**src/rtl/dm_sb_arbiter.sv**
```systemverilog
// Round-robin arbiter sharing one req/gnt/r_valid system-bus master port between NumReq requesters.
// Define DM_SB_ARB_TIMEOUT_EN to add the response timeout (r_err_o); otherwise WaitResp waits indefinitely.
module dm_sb_arbiter #(
    parameter int unsigned BusWidth      = 32,
    parameter int unsigned NumReq        = 2,
    parameter int unsigned TimeoutCycles = 255
) (
    input  logic                                clk_i,
    input  logic                                rst_ni,
    input  logic                                dmactive_i,
    input  logic [NumReq-1:0]                   req_i,
    input  logic [NumReq-1:0][BusWidth-1:0]     add_i,
    input  logic [NumReq-1:0]                   we_i,
    input  logic [NumReq-1:0][BusWidth-1:0]     wdata_i,
    input  logic [NumReq-1:0][BusWidth/8-1:0]   be_i,
    output logic [NumReq-1:0]                   gnt_o,
    output logic [NumReq-1:0]                   r_valid_o,
    output logic [BusWidth-1:0]                 r_rdata_o,
    output logic                                r_err_o,
    output logic                                master_req_o,
    output logic [BusWidth-1:0]                 master_add_o,
    output logic                                master_we_o,
    output logic [BusWidth-1:0]                 master_wdata_o,
    output logic [BusWidth/8-1:0]               master_be_o,
    input  logic                                master_gnt_i,
    input  logic                                master_r_valid_i,
    input  logic [BusWidth-1:0]                 master_r_rdata_i
);

    localparam int unsigned IdxW = (NumReq > 1) ? $clog2(NumReq) : 1;

    typedef enum logic {
        Idle,
        WaitResp
    } state_e;

    state_e          state_q, state_d;
    logic [IdxW-1:0] owner_q, owner_d;
    logic [IdxW-1:0] prio_q, prio_d;
    logic [IdxW-1:0] winner;
    logic [IdxW-1:0] owner_next;
    logic [IdxW:0]   cand;
    logic            any_req;
    logic            tmo_hit;
    logic            resp_done;

    assign r_rdata_o = master_r_rdata_i;

    // Scan from prio_q upwards; wrap by explicit compare so non-power-of-2 NumReq works.
    always_comb begin
        winner  = '0;
        any_req = 1'b0;
        cand    = '0;
        for (int unsigned i = 0; i < NumReq; i++) begin
            cand = {1'b0, prio_q} + (IdxW+1)'(i);
            if (cand >= (IdxW+1)'(NumReq)) begin
                cand = cand - (IdxW+1)'(NumReq);
            end
            if (!any_req && req_i[cand[IdxW-1:0]]) begin
                any_req = 1'b1;
                winner  = cand[IdxW-1:0];
            end
        end
    end

    assign owner_next = (owner_q == IdxW'(NumReq - 1)) ? '0 : owner_q + 1'b1;

`ifdef DM_SB_ARB_TIMEOUT_EN
    localparam int unsigned TmoW = (TimeoutCycles > 1) ? $clog2(TimeoutCycles) : 1;

    logic [TmoW-1:0] tmo_q, tmo_d;

    assign tmo_hit = (state_q == WaitResp) && !master_r_valid_i &&
                     (tmo_q == TmoW'(TimeoutCycles - 1));

    // Held at zero in Idle, so the count always starts fresh on entry to WaitResp.
    always_comb begin
        tmo_d = tmo_q;
        if (state_q == Idle) begin
            tmo_d = '0;
        end else if (!tmo_hit) begin
            tmo_d = tmo_q + 1'b1;
        end
    end

    always_ff @(posedge clk_i or negedge rst_ni) begin
        if (!rst_ni) begin
            tmo_q <= '0;
        end else begin
            tmo_q <= tmo_d;
        end
    end
`else
    assign tmo_hit = 1'b0;
`endif

    assign resp_done = (state_q == WaitResp) && (master_r_valid_i || tmo_hit);

    always_comb begin
        state_d        = state_q;
        owner_d        = owner_q;
        prio_d         = prio_q;
        master_req_o   = 1'b0;
        master_add_o   = '0;
        master_we_o    = 1'b0;
        master_wdata_o = '0;
        master_be_o    = '0;
        gnt_o          = '0;
        r_valid_o      = '0;
        r_err_o        = 1'b0;

        case (state_q)
            Idle: begin
                if (any_req && dmactive_i) begin
                    master_req_o   = 1'b1;
                    master_add_o   = add_i[winner];
                    master_we_o    = we_i[winner];
                    master_wdata_o = wdata_i[winner];
                    master_be_o    = be_i[winner];
                    gnt_o[winner]  = master_gnt_i;
                    if (master_gnt_i) begin
                        owner_d = winner;
                        state_d = WaitResp;
                    end
                end
            end
            WaitResp: begin
                // The response is always drained, even after dmactive drops, to avoid an orphan on the bus.
                if (resp_done) begin
                    state_d = Idle;
                    prio_d  = owner_next;
                    if (dmactive_i) begin
                        r_valid_o[owner_q] = 1'b1;
                        r_err_o            = tmo_hit;
                    end
                end
            end
            default: state_d = Idle;
        endcase

        if (!dmactive_i) begin
            prio_d = '0;
        end
    end

    always_ff @(posedge clk_i or negedge rst_ni) begin
        if (!rst_ni) begin
            state_q <= Idle;
            owner_q <= '0;
            prio_q  <= '0;
        end else begin
            state_q <= state_d;
            owner_q <= owner_d;
            prio_q  <= prio_d;
        end
    end

endmodule

```
**config.mk**
```make
export PLATFORM = sky130hd
export DESIGN_NAME = dm_sb_arbiter
export DESIGN_NICKNAME = d
export VERILOG_FILES = /design/src/rtl/dm_sb_arbiter.sv
export SDC_FILE = /design/constraint.sdc
export NUM_CORES = 1
export LEC_CHECK = 0
export BUFFER_PORTS_ARGS = -buffer_cell sky130_fd_sc_hd__buf_2
export CAP_MARGIN = 20
export CELL_PAD_IN_SITES_DETAIL_PLACEMENT = 0
export CELL_PAD_IN_SITES_GLOBAL_PLACEMENT = 1
export CORE_MARGIN = 4
export CORE_UTILIZATION = 17
export DETAILED_ROUTE_END_ITERATION = 6
export GPL_TIMING_DRIVEN = 0
export PLACE_DENSITY = 0.86
export SETUP_SLACK_MARGIN = 0.2
export SKIP_LAST_GASP = 1
export SYNTH_ARGS = -nofsm -noshare
export SYNTH_HDL_FRONTEND = slang
export SYNTH_SLANG_ARGS = --single-unit
```
**constraint.sdc**
```tcl
create_clock -name clk_i -period 1.35 [get_ports clk_i]
set_input_delay 0.0675 -clock clk_i [delete_from_list [all_inputs] [get_ports clk_i]]
set_output_delay 0.0675 -clock clk_i [all_outputs]
set_load 0.02 [all_outputs]
```
Word level (Yosys, flattened, before mapping)

Index checks and enable logic that the tools add are counted.
Widths: inputs -> output; s select.

Equality and inequality tests: 2
Bitwise gates (word level): 2
Reductions and logical operators: 8
Add/sub/neg operators: 4
Mux-type cells: 45
Magnitude comparators: 8

Operators with widths:

| operator            | count |
|---|---|
| $mux 32             | 8 |
| $mux 1              | 25 |
| $mux 4              | 4 |
| $mux 2              | 5 |
| $lt 1x2->1 const B  | 4 |
| $logic_and 1x1->1   | 5 |
| $ne 2x1->1 const B  | 2 |
| $reduce_and 3->1    | 1 |
| $add 1x1->2 const B | 1 |
| $and 2x2->2         | 1 |
| $demux 1 s1         | 2 |
| $ge 1x1->1 const B  | 2 |
| $ge 1x2->1 const B  | 1 |
| $ge 2x2->1 const B  | 1 |
| $pmux 1 s2          | 1 |
| $reduce_and 2->1    | 1 |
| $sub 1x1->1 const B | 2 |
| $add 1x1->1 const B | 1 |
| $logic_not 1->1     | 1 |
| $not 1->1           | 1 |

Logic and storage cells: 72
Input bits: 177
Output and inout port bits: 107
Bits in registers: 3

Logic depth before layout (Yosys ltp)

Depth after elaboration: 15
Depth in mapped cells: 6
Depth with buffers taken out: 3

Least setup slack after synthesis

Ideal clock, no wire load.

Kind: reg2out
Start: register prio_q
End: output master_add_o[24]
Data required time: 1.283 ns
Cell stages (with the launch flop): 6
Buffers on the path: 2
Setup slack: -0.142 ns
Data arrival time: 1.425 ns
Path through: dfrtp_1 > and2b_2 > buf_4 > clkbuf_1 > o21ai_0 > a21oi_1

Word-level cells in the longest chain between the ends: 12
Elaborated cells between the ends (all ways): 22
Classes of those cells: 3 x add/sub; 2 x order compare; 14 x mux; 3 x reduce/logical

RTL lines:

| element                                          | RTL line | source |
|---|---|---|
| start, declared                                  | 39       | `logic [IdxW-1:0] prio_q, prio_d;` |
| start signal, assigned                           | 154      | `prio_q <= prio_d;` |
| $ge 1x2->1 / $sub 1x1->1 (equally long branches) | 56, 57   |  |
| $mux 1                                           | 56       | `if (cand >= (IdxW+1)'(NumReq)) begin` |
| $mux 1 (not written as such) (2 in a row)        | 59       | `if (!any_req && req_i[cand[IdxW-1:0]]) begin` |
| $mux 1                                           | 59       |  |
| $logic_not 1->1                                  | 59       |  |
| $logic_and 1x1->1                                | 59       |  |
| $mux 1                                           | 59       |  |
| $mux 32 (not written as such) (2 in a row)       | 116      | `master_add_o = add_i[winner];` |
| $mux 32 (*)                                      | 114      | `if (any_req && dmactive_i) begin` |
| $mux 32 (*)                                      | 112      | `case (state_q)` |
| end, declared                                    | 21       | `output logic [BusWidth-1:0] master_add_o,` |

Every way passes the cells marked *; elsewhere a longest branch is shown, timed or not. The select of a mux whose other input is x is not followed.

Worst setup path after layout

Start: register prio_q
End: output master_wdata_o[23]

Word-level cells in the longest chain between the ends: 12
Elaborated cells between the ends (all ways): 22
Classes of those cells: 3 x add/sub; 2 x order compare; 14 x mux; 3 x reduce/logical

RTL lines:

| element                                          | RTL line | source |
|---|---|---|
| $ge 1x2->1 / $sub 1x1->1 (equally long branches) | 56, 57   |  |
| $mux 1                                           | 56       |  |
| $mux 1 (not written as such) (2 in a row)        | 59       |  |
| $mux 1                                           | 59       |  |
| $logic_not 1->1                                  | 59       |  |
| $logic_and 1x1->1                                | 59       |  |
| $mux 1                                           | 59       |  |
| $mux 32 (not written as such) (2 in a row)       | 118      | `master_wdata_o = wdata_i[winner];` |
| $mux 32 (*)                                      | 114      |  |
| $mux 32 (*)                                      | 112      |  |
| end, declared                                    | 23       | `output logic [BusWidth-1:0] master_wdata_o,` |

Marks and branches as above.

==> results_dict.tcl <==
set metrics [dict create \
    worstSkewPairLatency_ns 0.23 \
    cp-startpoint "prio_q" \
    vias 3270 \
    grt_overflow 0 \
    fin_crit_sh_pct 126 \
    regToRegSetupSlack_ns -0.09 \
    powerDensity_mw_per_mm2 539 \
    failed_checks "setup timing" \
    utilization_pct 44.9 \
    dr.pass1.iters 4 \
    whs_ns 0.0891 \
    ys_types 21 \
    fmax_ghz 0.587 \
    end_kind "output pin" \
    worstSetupPathDepth 6 \
    met1_length_um 3990 \
    layout-drive-gt1-share_pct 71.3 \
    grt_pass1_wl_um 15900 \
    fill_cells 1064 \
    ioPinCount 284 \
    critPathMaxStageDelay_ns 0.33 \
    clk_pin_slew_ns 0.03 \
    clock-sinks 3 \
    yosysWarningCount 0 \
    std_cell_rows 38 \
    synth.top_cell.area_share_pct 26.8 \
    dr_wl_met3_um 1140 \
    syn_area_mm2 0.00194 \
    die_w_um 115 \
    antenna_found_initial 0 \
    cp_num_buf_inv 3 \
    outcome "complete, but fails checks" \
    cts_root_buf "clkbuf_16" \
    routed_wl_um 11000 \
    grt_max_degree 11 \
    synthTopCellsByArea "nand3b_1 27%, o21ai_0 16%, buf_4 14%" \
    wl_per_cell_um 15.6 \
    cap_violations 0 \
    place_hpwl_um 8480 \
    place_congestion 0.822 \
    clockBufferDepth 2 \
    initial_utilization_pct 17.6 \
    setup_viol_count_final 73 \
    r2r_cells 5 \
    yosysMostFrequentCell "nand3b_1" \
    layoutNonFillerInstCount 704 \
    yosys.area.top_type "nand3b_1" \
    htreeDepth 1 \
    track_usage_pct 14.3 \
    numCtsBuffers 3 \
    synth_edf_count 0 \
    met2WireLength_um 5810 \
    ir_drop_v 0.000735 \
    crit_end "master_wdata_o[23]" \
    syn2layout_area_growth_pct 155 \
    core-area_mm2 0.0110 \
    die_h_um 115 \
    fin_setup_tns_ns -22.25 \
    dpl.cell_count 690 \
    place_worst_setup_slack_ns -0.284 \
    rsz0062_at_grt "true" \
    slowest_stage "dfrtp_1" \
    antenna_cells 0 \
    critical_path_class "reg -> out" \
    drc 0 \
    syn_nets 478 \
    crit_chain "and2b_4 -> clkbuf_16 -> clkbuf_8 -> nand3b_1 -> a21oi_4 -> buf_6" \
    yosysSeqAreaShare_pct 3.88 \
    cts_tree "done" \
    crit_fanout 10 \
    synth-main-ff-cell "dfrtp_1" \
    leakage_nw 2.04 \
    period_needed_ns 1.70 \
    worst-endpoint-required_ns 1.28 \
    rr_endpoint "owner_q" \
    finalNetCount 742 \
    synth_area_per_cell_um2 6.43 \
    dieArea_mm2 0.0132 \
    synthCells 301 \
    cp.arrival_ns 1.63 \
    r2r-start "prio_q" \
    ant_nets 0 \
    ys_ff_latch 3 \
    maxSlewViolCount 0 \
    synthArstFlopShare_pct 100 \
    io_buffers 249 \
    top_layer "met4" \
    yosys-top-cells-count "69 x nand3b_1, 63 x o21ai_0, 47 x a21oi_1" \
    worst_hold_path_type "in -> reg" \
    drt_iter0_drc 126 \
    finalWorstSetupSlack_ns -0.352 \
    hold_viol_final 0 \
    grt_pass1_vias 3316 \
    path_delay_family "simple AND/OR/NAND/NOR gates" \
    startpoint_type "flip-flop" \
    finClkSkew_ns 0.000394 \
    drt-vias-per-instance 4.64 \
]
-- layout by cell type (no fill, tap or decap), types with 4 or more instances in the layout --
| master | instances |
|---|---|
| buf_8 | 9 |
| o21ai_2 | 4 |
| nand3b_1 | 69 |
| a21oi_4 | 69 |
| buf_6 | 68 |
| buf_4 | 45 |
| o21ai_1 | 40 |
| clkbuf_1 | 12 |
| o21ai_0 | 26 |
| clkbuf_16 | 6 |
| buf_2 | 181 |
-- per-layer routing --
layer  track usage [%]  vias up
li1                  -     1581
met5                 0        -
met2              27.1      182
met1              17.1     1501
met4              1.56        0
met3              2.96        6
-- per-stage QoR --
step	cell area (um2)	total power [W]
5_1_grt	4930	0.00280
4_1_cts	4750	0.00256
6_report	4930	0.00266
3_3_place_gp	4120	0.00177
3_5_place_dp	4120	0.00179
2_1_floorplan	2700	0.00128
-- cells by family (layout without fill, tap and decap cells) --
group / Yosys count / count (layout) / share of synthesized area, %
flops: 3 / 3 / 3.88
simple gates: 78 / 78 / 29.0
mux: 1 / 1 / 0.582
other cells: 1 / 1 / 0.194
buf+inv: 76 / 339 / 24.8
compound gates: 142 / 142 / 41.6
-- worst min-delay path by stage --
stage | startpoint | to | slack [ns] | cells past startpoint
finish | master_r_valid_i | prio_q | 0.09 | 2
global route | master_r_valid_i | prio_q | 0.11 | 2
CTS | master_r_valid_i | prio_q | 0.08 | 2
floorplan | rst_ni | owner_q | -0.23 | 0
detailed placement | rst_ni | owner_q | -0.13 | 1
global placement | rst_ni | owner_q | -0.13 | 1
-- registers in the layout (all words and copies together), names as in the netlist --
register,cells
state_q,1
owner_q,1
prio_q,1
-- area by class of cell --
class / count / area (um2) / share of cell area, %
flip-flops and latches: 3 / 75.1 / 1.52
plain buffers: 71 / 646 / 13.1
repair buffers: 259 / 1810 / 36.6
well taps: 140 / 175 / 3.55
inverters: 5 / 26.3 / 0.533
multi-input cells: 222 / 2130 / 43.1
clock buffers: 4 / 78.8 / 1.60
-- report_power, final --
group,internal (W),leakage (nW),switching (W)
registers,0.000103,0.0392,0.0000110
logic,0.000986,1.96,0.00107
clock network,0.000391,0.0382,0.0000954
-- timing repair --
action                                  in CTS  in global routing
pin swaps                                   29                 32
resized for setup                          186                 38
endpoints found under the setup margin      73                 75
hold buffers                                 1                  0
cloned                                       2                  3
buffers inserted                             3                  1
endpoints found under the hold margin        3                  0
Power figures use the tool's default switching activity.
